**config.mk**
```make
export PLATFORM = sky130hd
export DESIGN_NAME = muldiv_ctrl
export DESIGN_NICKNAME = d
export VERILOG_FILES = /design/src/rtl/muldiv_pkg.sv /design/src/rtl/muldiv_iter.sv /design/src/rtl/muldiv_ctrl.sv
export SDC_FILE = /design/constraint.sdc
export NUM_CORES = 1
export LEC_CHECK = 0
export CORE_ASPECT_RATIO = 1.1
export CORE_MARGIN = 2
export CORE_UTILIZATION = 45
export CTS_BUF_LIST = sky130_fd_sc_hd__clkbuf_16
export CTS_CLUSTER_SIZE = 40
export DETAILED_ROUTE_END_ITERATION = 10
export SLEW_MARGIN = 25
export SYNTH_ARGS = -nofsm -noshare
export SYNTH_HDL_FRONTEND = slang
export SYNTH_HIERARCHICAL = 1
export SYNTH_SLANG_ARGS = --single-unit
export TNS_END_PERCENT = 50
```
**constraint.sdc**
```tcl
create_clock -name clk -period 4.4 [get_ports clk]
set_input_delay 0.66 -clock clk [delete_from_list [all_inputs] [get_ports clk]]
set_output_delay 0.66 -clock clk [all_outputs]
set_load 0.01 [all_outputs]
```
**src/rtl/muldiv_pkg.sv**
```systemverilog
// Shared definitions for the multi-cycle HI/LO unit.
//   - md_op encodings presented by the EX stage
//   - FSM state encodings
//   - default operand width
//   - is_md_multicycle(): true for the ops that run the iterative datapath
package muldiv_pkg;

   localparam int XLEN_DEF = 32;

   localparam logic [2:0] MD_NONE  = 3'd0;
   localparam logic [2:0] MD_MULT  = 3'd1;
   localparam logic [2:0] MD_MULTU = 3'd2;
   localparam logic [2:0] MD_DIV   = 3'd3;
   localparam logic [2:0] MD_DIVU  = 3'd4;
   localparam logic [2:0] MD_MTHI  = 3'd5;
   localparam logic [2:0] MD_MTLO  = 3'd6;

   localparam logic [1:0] ST_IDLE = 2'd0;
   localparam logic [1:0] ST_CALC = 2'd1;
   localparam logic [1:0] ST_FIX  = 2'd2;

   // Which iteration the datapath performs.
   typedef enum logic {
      CLS_MUL = 1'b0,
      CLS_DIV = 1'b1
   } md_cls_e;

   function automatic logic is_md_multicycle(input logic [2:0] op);
      return (op == MD_MULT) || (op == MD_MULTU) ||
             (op == MD_DIV)  || (op == MD_DIVU);
   endfunction

endpackage

```
**src/rtl/muldiv_iter.sv**
```systemverilog
// One iteration step of the unsigned multiply / divide datapath (combinational).
// Ports:
//   i_cls    : CLS_MUL (shift-add) or CLS_DIV (restoring divide)
//   i_acc_hi : upper accumulator (partial product high half / partial remainder)
//   i_acc_lo : lower accumulator (multiplier bits / dividend bits + quotient)
//   i_opnd   : multiplicand (MUL) or divisor (DIV) magnitude
//   o_acc_hi : next upper accumulator
//   o_acc_lo : next lower accumulator
module muldiv_iter
   import muldiv_pkg::*;
#(
   parameter int XLEN = XLEN_DEF
) (
   input  md_cls_e          i_cls,
   input  logic [XLEN-1:0]  i_acc_hi,
   input  logic [XLEN-1:0]  i_acc_lo,
   input  logic [XLEN-1:0]  i_opnd,
   output logic [XLEN-1:0]  o_acc_hi,
   output logic [XLEN-1:0]  o_acc_lo
);

   logic [XLEN:0]   w_sum;
   logic [XLEN:0]   w_shift;
   logic [XLEN-1:0] w_diff;
   logic            w_ge;

   always_comb begin
      // Multiply: add multiplicand when the current multiplier LSB is set, then
      // shift the {carry,hi,lo} chain right so the next multiplier bit lands in lo[0].
      w_sum   = {1'b0, i_acc_hi} + {1'b0, (i_acc_lo[0] ? i_opnd : '0)};
      // Divide: bring the next dividend bit into the remainder, trial subtract.
      // A successful subtract always leaves a value below the divisor, so the
      // low XLEN bits of the difference are exact.
      w_shift = {i_acc_hi, i_acc_lo[XLEN-1]};
      w_ge    = (w_shift >= {1'b0, i_opnd});
      w_diff  = w_shift[XLEN-1:0] - i_opnd;

      o_acc_hi = '0;
      o_acc_lo = '0;
      if (i_cls == CLS_MUL) begin
         o_acc_hi = w_sum[XLEN:1];
         o_acc_lo = {w_sum[0], i_acc_lo[XLEN-1:1]};
      end else begin
         o_acc_hi = w_ge ? w_diff : w_shift[XLEN-1:0];
         o_acc_lo = {i_acc_lo[XLEN-2:0], w_ge};
      end
   end

endmodule

```
**src/rtl/muldiv_ctrl.sv**
```systemverilog
// Multi-cycle HI/LO unit for the EX stage: sequences MULT/MULTU/DIV/DIVU one
// result bit per cycle, handles MTHI/MTLO, owns HI/LO and stalls the pipeline.
// Ports:
//   clk, rst_n     : clock (rising edge), asynchronous active-low reset
//   start, md_op   : EX-stage request and operation (sampled only in IDLE)
//   src_a, src_b   : rs / rt operands
//   flush          : abort the running operation, no HI/LO write
//   stall          : hold IF..EX while an operation is accepted or running
//   done           : one-cycle pulse in the cycle HI/LO hold a new mul/div result
//   hi, lo         : HI and LO registers
module muldiv_ctrl
   import muldiv_pkg::*;
#(
   parameter int XLEN = XLEN_DEF
) (
   input  logic            clk,
   input  logic            rst_n,
   input  logic            start,
   input  logic [2:0]      md_op,
   input  logic [XLEN-1:0] src_a,
   input  logic [XLEN-1:0] src_b,
   input  logic            flush,
   output logic            stall,
   output logic            done,
   output logic [XLEN-1:0] hi,
   output logic [XLEN-1:0] lo
);

   localparam int CW = $clog2(XLEN);

   logic [1:0]      r_state;
   logic [CW-1:0]   r_cnt;
   logic [XLEN-1:0] r_acc_hi;
   logic [XLEN-1:0] r_acc_lo;
   logic [XLEN-1:0] r_opnd;
   logic [XLEN-1:0] r_a_raw;
   md_cls_e         r_cls;
   logic            r_neg_q;
   logic            r_neg_r;
   logic            r_divz;
   logic [XLEN-1:0] r_hi;
   logic [XLEN-1:0] r_lo;
   logic            r_done;

   logic            w_accept;
   logic            w_signed;
   logic            w_is_div;
   logic [XLEN-1:0] w_mag_a;
   logic [XLEN-1:0] w_mag_b;
   logic [XLEN-1:0] w_nxt_hi;
   logic [XLEN-1:0] w_nxt_lo;
   logic [2*XLEN-1:0] w_prod;
   logic [XLEN-1:0] w_quo;
   logic [XLEN-1:0] w_rem;

   assign w_accept = (r_state == ST_IDLE) && start && is_md_multicycle(md_op) && !flush;
   assign w_signed = (md_op == MD_MULT) || (md_op == MD_DIV);
   assign w_is_div = (md_op == MD_DIV) || (md_op == MD_DIVU);
   assign w_mag_a  = (w_signed && src_a[XLEN-1]) ? -src_a : src_a;
   assign w_mag_b  = (w_signed && src_b[XLEN-1]) ? -src_b : src_b;

   // Sign correction applied at write-back.
   assign w_prod = r_neg_q ? -{r_acc_hi, r_acc_lo} : {r_acc_hi, r_acc_lo};
   assign w_quo  = r_neg_q ? -r_acc_lo : r_acc_lo;
   assign w_rem  = r_neg_r ? -r_acc_hi : r_acc_hi;

   muldiv_iter #(.XLEN(XLEN)) u_iter (
      .i_cls    (r_cls),
      .i_acc_hi (r_acc_hi),
      .i_acc_lo (r_acc_lo),
      .i_opnd   (r_opnd),
      .o_acc_hi (w_nxt_hi),
      .o_acc_lo (w_nxt_lo)
   );

   always_ff @(posedge clk or negedge rst_n) begin
      if (!rst_n) begin
         r_state  <= ST_IDLE;
         r_cnt    <= '0;
         r_acc_hi <= '0;
         r_acc_lo <= '0;
         r_opnd   <= '0;
         r_a_raw  <= '0;
         r_cls    <= CLS_MUL;
         r_neg_q  <= 1'b0;
         r_neg_r  <= 1'b0;
         r_divz   <= 1'b0;
         r_hi     <= '0;
         r_lo     <= '0;
         r_done   <= 1'b0;
      end else begin
         r_done <= (r_state == ST_FIX) && !flush;
         case (r_state)
            ST_IDLE: begin
               if (w_accept) begin
                  r_state  <= ST_CALC;
                  r_cnt    <= '0;
                  r_acc_hi <= '0;
                  r_acc_lo <= w_is_div ? w_mag_a : w_mag_b;
                  r_opnd   <= w_is_div ? w_mag_b : w_mag_a;
                  r_a_raw  <= src_a;
                  r_cls    <= w_is_div ? CLS_DIV : CLS_MUL;
                  r_neg_q  <= w_signed && (src_a[XLEN-1] ^ src_b[XLEN-1]);
                  r_neg_r  <= w_signed && src_a[XLEN-1];
                  r_divz   <= w_is_div && (src_b == '0);
               end else if (start && !flush && (md_op == MD_MTHI)) begin
                  r_hi <= src_a;
               end else if (start && !flush && (md_op == MD_MTLO)) begin
                  r_lo <= src_a;
               end
            end
            ST_CALC: begin
               if (flush) begin
                  r_state <= ST_IDLE;
               end else begin
                  r_acc_hi <= w_nxt_hi;
                  r_acc_lo <= w_nxt_lo;
                  r_cnt    <= r_cnt + CW'(1);
                  if (r_cnt == CW'(XLEN-1)) r_state <= ST_FIX;
               end
            end
            ST_FIX: begin
               r_state <= ST_IDLE;
               if (!flush) begin
                  if (r_cls == CLS_MUL) begin
                     {r_hi, r_lo} <= w_prod;
                  end else if (r_divz) begin
                     // Divide by zero: defined result, no sign fix.
                     r_lo <= '1;
                     r_hi <= r_a_raw;
                  end else begin
                     r_lo <= w_quo;
                     r_hi <= w_rem;
                  end
               end
            end
            default: r_state <= ST_IDLE;
         endcase
      end
   end

   assign stall = w_accept || (r_state == ST_CALC) || (r_state == ST_FIX);
   assign done  = r_done;
   assign hi    = r_hi;
   assign lo    = r_lo;

endmodule

```
==> results.cfg, run 1 <==
[run_status]
status = finished clean

[power]
ir_worst_vdd_v = 0.000428
p_sw_mw = 6.33
leakagePower_nw = 8.66
p_int_mw = 6.78
combPwrFrac = 0.588
switching_share = 0.483
seqPwrFrac = 0.245
p_clk_frac = 0.167
p_per_area_nw_per_um2 = 645

[yosys]
yosysSeqAreaShare = 0.294
synth_nets = 2375
syn_area_sq_um = 17400
synth-edff-count = 0
synth_top_flop_cell = dfrtp_1
syn_area_per_cell_sq_um = 7.79
yosys_warnings = 6
ys_types = 78
synth-seq-cells = 204
synthArstFlopShare = 1.00
syn_inst = 2232

[clocking]
clockBufferDepth = 3
postCtsResizedCells = 0
clkLatencyLatePin_ns = 0.58
clk_pin_slew_ns = 0.06
cts_buffers = 26
cts_tree = yes
root_buffer = clkbuf_16
clkSinkCount = 204
htreeDepth = 1

[critical_path]
endpoint = r_acc_hi[26]
cp.required_ns = 4.84
cp-start-kind = flop
r2r_end = r_acc_hi[26]
ff2ff_path_depth = 14
rr_startpoint = r_acc_lo[0]
crit_fanout = 16
slowest_stage = dfrtp_1
crit_cells = 14
worstPathArrival_ns = 4.50
crit_type = flop to flop
path_cells = and2_1, ha_1, a211oi_1, o211ai_1, o211ai_1, nand3_1, o21ai_0, o21ai_0, a21oi_1, o21bai_1, xor2_1, mux2_2, nand2_1, o21ai_0
crit_top_cell = o21ai_0
critical_path.top_delay_family = compound AO/OA/AOI/OAI gates
reg2reg_slack_ns = 0.35
max_stage_delay_ns = 0.73
crit_path_end_kind = flop
crit_buf_inv = 0
startpoint = r_acc_lo[0]

[detailed_routing]
antenna_left = 0
drt-initial-drc-count = 1903
vias_per_cell = 6.50
wire_per_inst_um = 26.1
wirelength_um = 74200
vias = 18499
drt_pass1_iterations = 6
drc = 0

[flow_run]
maxCapViolations = 0

[floorplan]
pin_count = 137
core_sq_um = 38100
initial_core_util = 0.456
rows = 75
die_h_um = 210
die_area_sq_um = 40200
die_x_um = 191

[global_route]
grt_usage = 0.365
grt_max_degree = 113
grt_pass1_wl_um = 111000
grt_overflow = 0
antenna_found_initial = 4
grt_pass1_vias = 17759

[placed_design]
port_buffers = 136
place_congestion = 1.02
place_hpwl_um = 55500

[sta]
rsz0062_at_grt = no
finalSetupViolations = 0
slew_viol_final = 0
tightest_slew_ns = 1.02
slew-limit-headroom = 0.319
fin_tns_setup_ns = 0
timing.final.crit_share = 0.922
finalCriticalPeriod_ns = 4.05
fmax_mhz = 247
fin_skew_ns = 0.0281
finalHoldViolCount = 0

[cells_and_area]
antenna_cells = 0
drive_gt1_frac = 0.0839
fin_util = 0.534
nets = 2471
syn_to_final_growth_pct = 16.9

[hold_path]
hold_path_class = flop to flop
[layout make-up]
| type | count | area, sq um |
|---|---|---|
| clock buffer | 27 | 676 |
| clock inverter | 20 | 173 |
| fill | 3777 | 17800 |
| inverter | 72 | 270 |
| multi-input combinational | 1804 | 11400 |
| sequential | 204 | 5110 |
| tap | 500 | 626 |
| timing repair buffer | 220 | 2030 |
[metrics by stage]
stage | power [mW] | cells | setup WS [ns] | instance area, sq um | hold slack [ns]
final | 13.1 | 2847 | 0.345 | 20300 | 0.478
after global routing | 13.9 | 2847 | 0.0881 | 20300 | 0.501
after CTS | 12.9 | 2845 | 0.436 | 20300 | 0.224
after detailed placement | 10.7 | 2798 | 0.177 | 19400 | 0.458
after global placement | 10.7 | 2798 | 0.136 | 19400 | 0.457
after floorplan | 8.15 | 2232 | 0.998 | 17400 | 0.364
[power by group through the flow]
stage,clock (mW),combinational (mW),sequential [mW]
after floorplan,0,5.15,3.00
after global placement,0,7.47,3.20
after detailed placement,0,7.51,3.21
after CTS,2.21,7.55,3.18
after global routing,2.29,8.35,3.25
final,2.19,7.71,3.21
[layer usage]
metal | GRT usage | routed length (um)
met1 | 0.467 | 29200
met2 | 0.575 | 33200
met3 | 0.0598 | 6400
met4 | 0.229 | 5340
met5 | 0 | 23
[what timing repair did]
item                      in CTS  in global routing
setup buffers                  0                  0
hold buffers                   0                  1
hold endpoints to repair       0                 25
[kinds of logic after synthesis]
kind of cell,Yosys count,share of synthesized area
simple gates,815,0.221
compound gates,683,0.257
buf+inv,224,0.0513
flops,204,0.294
xor+xnor,178,0.0896
fa+ha+maj,72,0.0527
mux,56,0.0352
[flip-flops by register name, indices dropped and copies added (netlist names), 2 cells and up]
| name | flops |
|---|---|
| hi | 32 |
| lo | 32 |
| r_a_raw | 32 |
| r_acc_hi | 32 |
| r_acc_lo | 32 |
| r_cnt | 5 |
| r_opnd | 32 |
| r_state | 2 |
[worst register-to-register path, cell delays in order (launching register included)]
cell and delay (ns):
dfrtp_1 0.73, and2_1 0.26, ha_1 0.26, a211oi_1 0.34, o211ai_1 0.19, o211ai_1 0.11, nand3_1 0.14, o21ai_0 0.34
o21ai_0 0.33, a21oi_1 0.52, o21bai_1 0.17, xor2_1 0.16, mux2_2 0.27, nand2_1 0.05, o21ai_0 0.08
[cell usage after synthesis (34+ instances only)]
cell type | number | area (sq um)
o221ai_1 | 34 | 298
clkbuf_1 | 126 | 473
nor3_1 | 50 | 250
xnor2_1 | 116 | 1020
dfrtp_1 | 204 | 5100
a21oi_1 | 160 | 801
inv_1 | 71 | 267
and3_1 | 36 | 225
ha_1 | 70 | 876
o21ai_0 | 165 | 826
xor2_1 | 62 | 543
o31ai_1 | 37 | 278
and2_1 | 44 | 275
o22ai_1 | 38 | 238
nand2_1 | 328 | 1230
nor2_1 | 159 | 597
mux2_2 | 41 | 462
nand3_1 | 55 | 275
[how the worst min path moves through the flow]
stage / startpoint / to / slack, ns / depth (start not counted)
2_1_floorplan: rst_n / done / 0.36 / 0
3_3_place_gp: r_a_raw[8] / r_a_raw[8] / 0.46 / 2
3_5_place_dp: r_a_raw[8] / r_a_raw[8] / 0.46 / 2
4_1_cts: rst_n / r_acc_hi[18] / 0.22 / 1
5_1_grt: r_a_raw[1] / r_a_raw[1] / 0.50 / 2
6_report: r_a_raw[8] / r_a_raw[8] / 0.48 / 2
[layout by cell type, fill, tap and decap left out, drive strengths merged, types with 38 or more instances in the layout]
master	count
ha	70
and2	44
buf	84
nor3	50
o21ai	176
nor2	160
xnor2	116
mux2	41
inv	76
nand3	55
o22ai	38
clkdlybuf4s50	135
dfrtp	204
a21oi	160
xor2	62
nand2	328
Power figures use the tool's default switching activity.
==> run 2: changes to the inputs <==
--- a/config.mk
+++ b/config.mk
@@ -11,6 +11,8 @@
 export CTS_BUF_LIST = sky130_fd_sc_hd__clkbuf_16
 export CTS_CLUSTER_SIZE = 40
 export DETAILED_ROUTE_END_ITERATION = 10
+export GPL_ROUTABILITY_DRIVEN = 1
+export REMOVE_ABC_BUFFERS = 1
 export SLEW_MARGIN = 25
 export SYNTH_ARGS = -nofsm -noshare
 export SYNTH_HDL_FRONTEND = slang
==> results.cfg, run 2 (synthesized netlist as in run 1, its figures left out) <==
[run_status]
status = finished clean

[sta]
tightest_slew_ns = 0.944
timing.final.crit_share = 0.925
fin_skew_ns = 0.0141
hold_ws_ns = 0.0975
worst_slack_ns = 0.330
finalHoldViolCount = 0
finalSetupViolations = 0
rsz0062_at_grt = no
fin_tns_setup_ns = 0
slew_viol_final = 0
slew-limit-headroom = 0.369
finalCriticalPeriod_ns = 4.07
fmax_mhz = 246

[critical_path]
cp-start-kind = flop
worstPathArrival_ns = 4.52
cp.required_ns = 4.85
slowest_stage = a2111oi_0
crit_buf_inv = 0
crit_path_end_kind = flop
critical_path.top_delay_family = compound AO/OA/AOI/OAI gates
crit_top_cell = a31oi_1
max_stage_delay_ns = 0.64
path_cells = and2_1, ha_1, fa_1, a21o_1, a31oi_1, o221ai_1, a21oi_1, o21ai_0, a2111oi_0, a311oi_1, xor2_1, nor2_1, a31oi_1, a22o_1
crit_type = flop to flop
crit_fanout = 11

[clocking]
cts_buffers = 26
clkLatencyLatePin_ns = 0.56
clockBufferDepth = 3
cts_tree = yes
htreeDepth = 1
clk_pin_slew_ns = 0.06
clkSinkCount = 204
ctsHoldBuffers = 0
cts_setup_buffers = 0
postCtsResizedCells = 0
root_buffer = clkbuf_16

[placed_design]
place_congestion = 0.962
pre_cts_slack_ns = 0.501
place_hpwl_um = 50700
dp_cells = 2796
port_buffers = 136
dpl_cell_area_sq_um = 19400

[cells_and_area]
final_cell_mix = 327 x nand2_1, 202 x dfrtp_1, 162 x o21ai_0
mostFrequentLayoutCell = nand2_1
antenna_cells = 0
fin_cells = 2842
drive_gt1_frac = 0.0820
fillers = 3741
syn_to_final_growth_pct = 16.6
fin_util = 0.532
fin_area_sq_um = 20300
nets = 2467

[floorplan]
core_sq_um = 38100
die_x_um = 191
die_area_sq_um = 40200
pin_count = 137
initial_core_util = 0.456
rows = 75
die_h_um = 210

[global_route]
grt_pass1_vias = 17262
antenna_found_initial = 3
grt_max_degree = 97
grt_pass1_wl_um = 104000
grt_overflow = 0
grt_usage = 0.339

[detailed_routing]
vias = 18101
antenna_left = 0
drt_pass1_iterations = 6
wire_per_inst_um = 24.3
vias_per_cell = 6.37
drc = 0
wirelength_um = 69100
drt-initial-drc-count = 1907

[power]
p_per_area_nw_per_um2 = 632
switching_share = 0.473
p_sw_mw = 6.06
seqPwrFrac = 0.259
p_int_mw = 6.74
p_clk_frac = 0.169
ir_worst_vdd_v = 0.000333
combPwrFrac = 0.572
leakagePower_nw = 8.64
finalPower_mw = 12.8

[flow_run]
maxCapViolations = 0

[hold_path]
hold_path_class = primary input to asynchronous set/reset pin
## run 2: cell types whose count changed in the layout (fill, tap and decap cells not counted), sizes merged
cell	before	now
buf	84	81
clkinvlp	2	0
inv	76	78
clkinv	11	10
dlygate4sd3	1	0
## run 2: path summary, 6_finish.rpt
check	from	to	slack, ns	cells past startpoint
max	r_acc_lo[0]	r_acc_hi[19]	0.33	14
min	rst_n	lo[4]	0.1	1
max reg2reg	r_acc_lo[0]	r_acc_hi[19]	0.33	14
min reg2reg	r_a_raw[15]	r_a_raw[15]	0.48	2
max in group asynchronous	rst_n	r_opnd[27]	3.22	2
min in group clk	r_a_raw[15]	r_a_raw[15]	0.48	2
## run 2: final cells by class
type,count,area [sq um],share of cell area
Tap cell,500,626,0.0309
Inverter,72,270,0.0133
Clock buffer,27,676,0.0333
Multi-Input combinational cell,1804,11400,0.565
Timing Repair Buffer,216,1980,0.0976
Clock inverter,19,164,0.00809
Sequential cell,204,5110,0.252
## run 2: per-layer routing
metal  wire (um)  GRT usage  vias up  share of wire
li1            -          -     8305              -
met1       29500      0.469     8736           0.43
met2       31200      0.531      903           0.45
met3        5700     0.0478      155          0.082
met4        2790      0.136        2          0.040
met5          13          0        -        0.00019
## run 2: power by group through the flow
| stage | clock network, mW | logic [mW] | registers (mW) |
|---|---|---|---|
| 4_1_cts | 2.20 | 7.20 | 3.27 |
| 6_report | 2.16 | 7.33 | 3.31 |
| 5_1_grt | 2.27 | 7.98 | 3.37 |
| 3_3_place_gp | 0 | 7.12 | 3.28 |
| 2_1_floorplan | 0 | 4.77 | 3.19 |
| 3_5_place_dp | 0 | 7.14 | 3.29 |
==> run 3: changes to the inputs <==
--- a/config.mk
+++ b/config.mk
@@ -12,7 +12,6 @@
 export CTS_CLUSTER_SIZE = 40
 export DETAILED_ROUTE_END_ITERATION = 10
 export GPL_ROUTABILITY_DRIVEN = 1
-export REMOVE_ABC_BUFFERS = 1
 export SLEW_MARGIN = 25
 export SYNTH_ARGS = -nofsm -noshare
 export SYNTH_HDL_FRONTEND = slang
==> results of run 3 <==
Same layout as run 1: the final DEF is identical, and so are final timing and power.
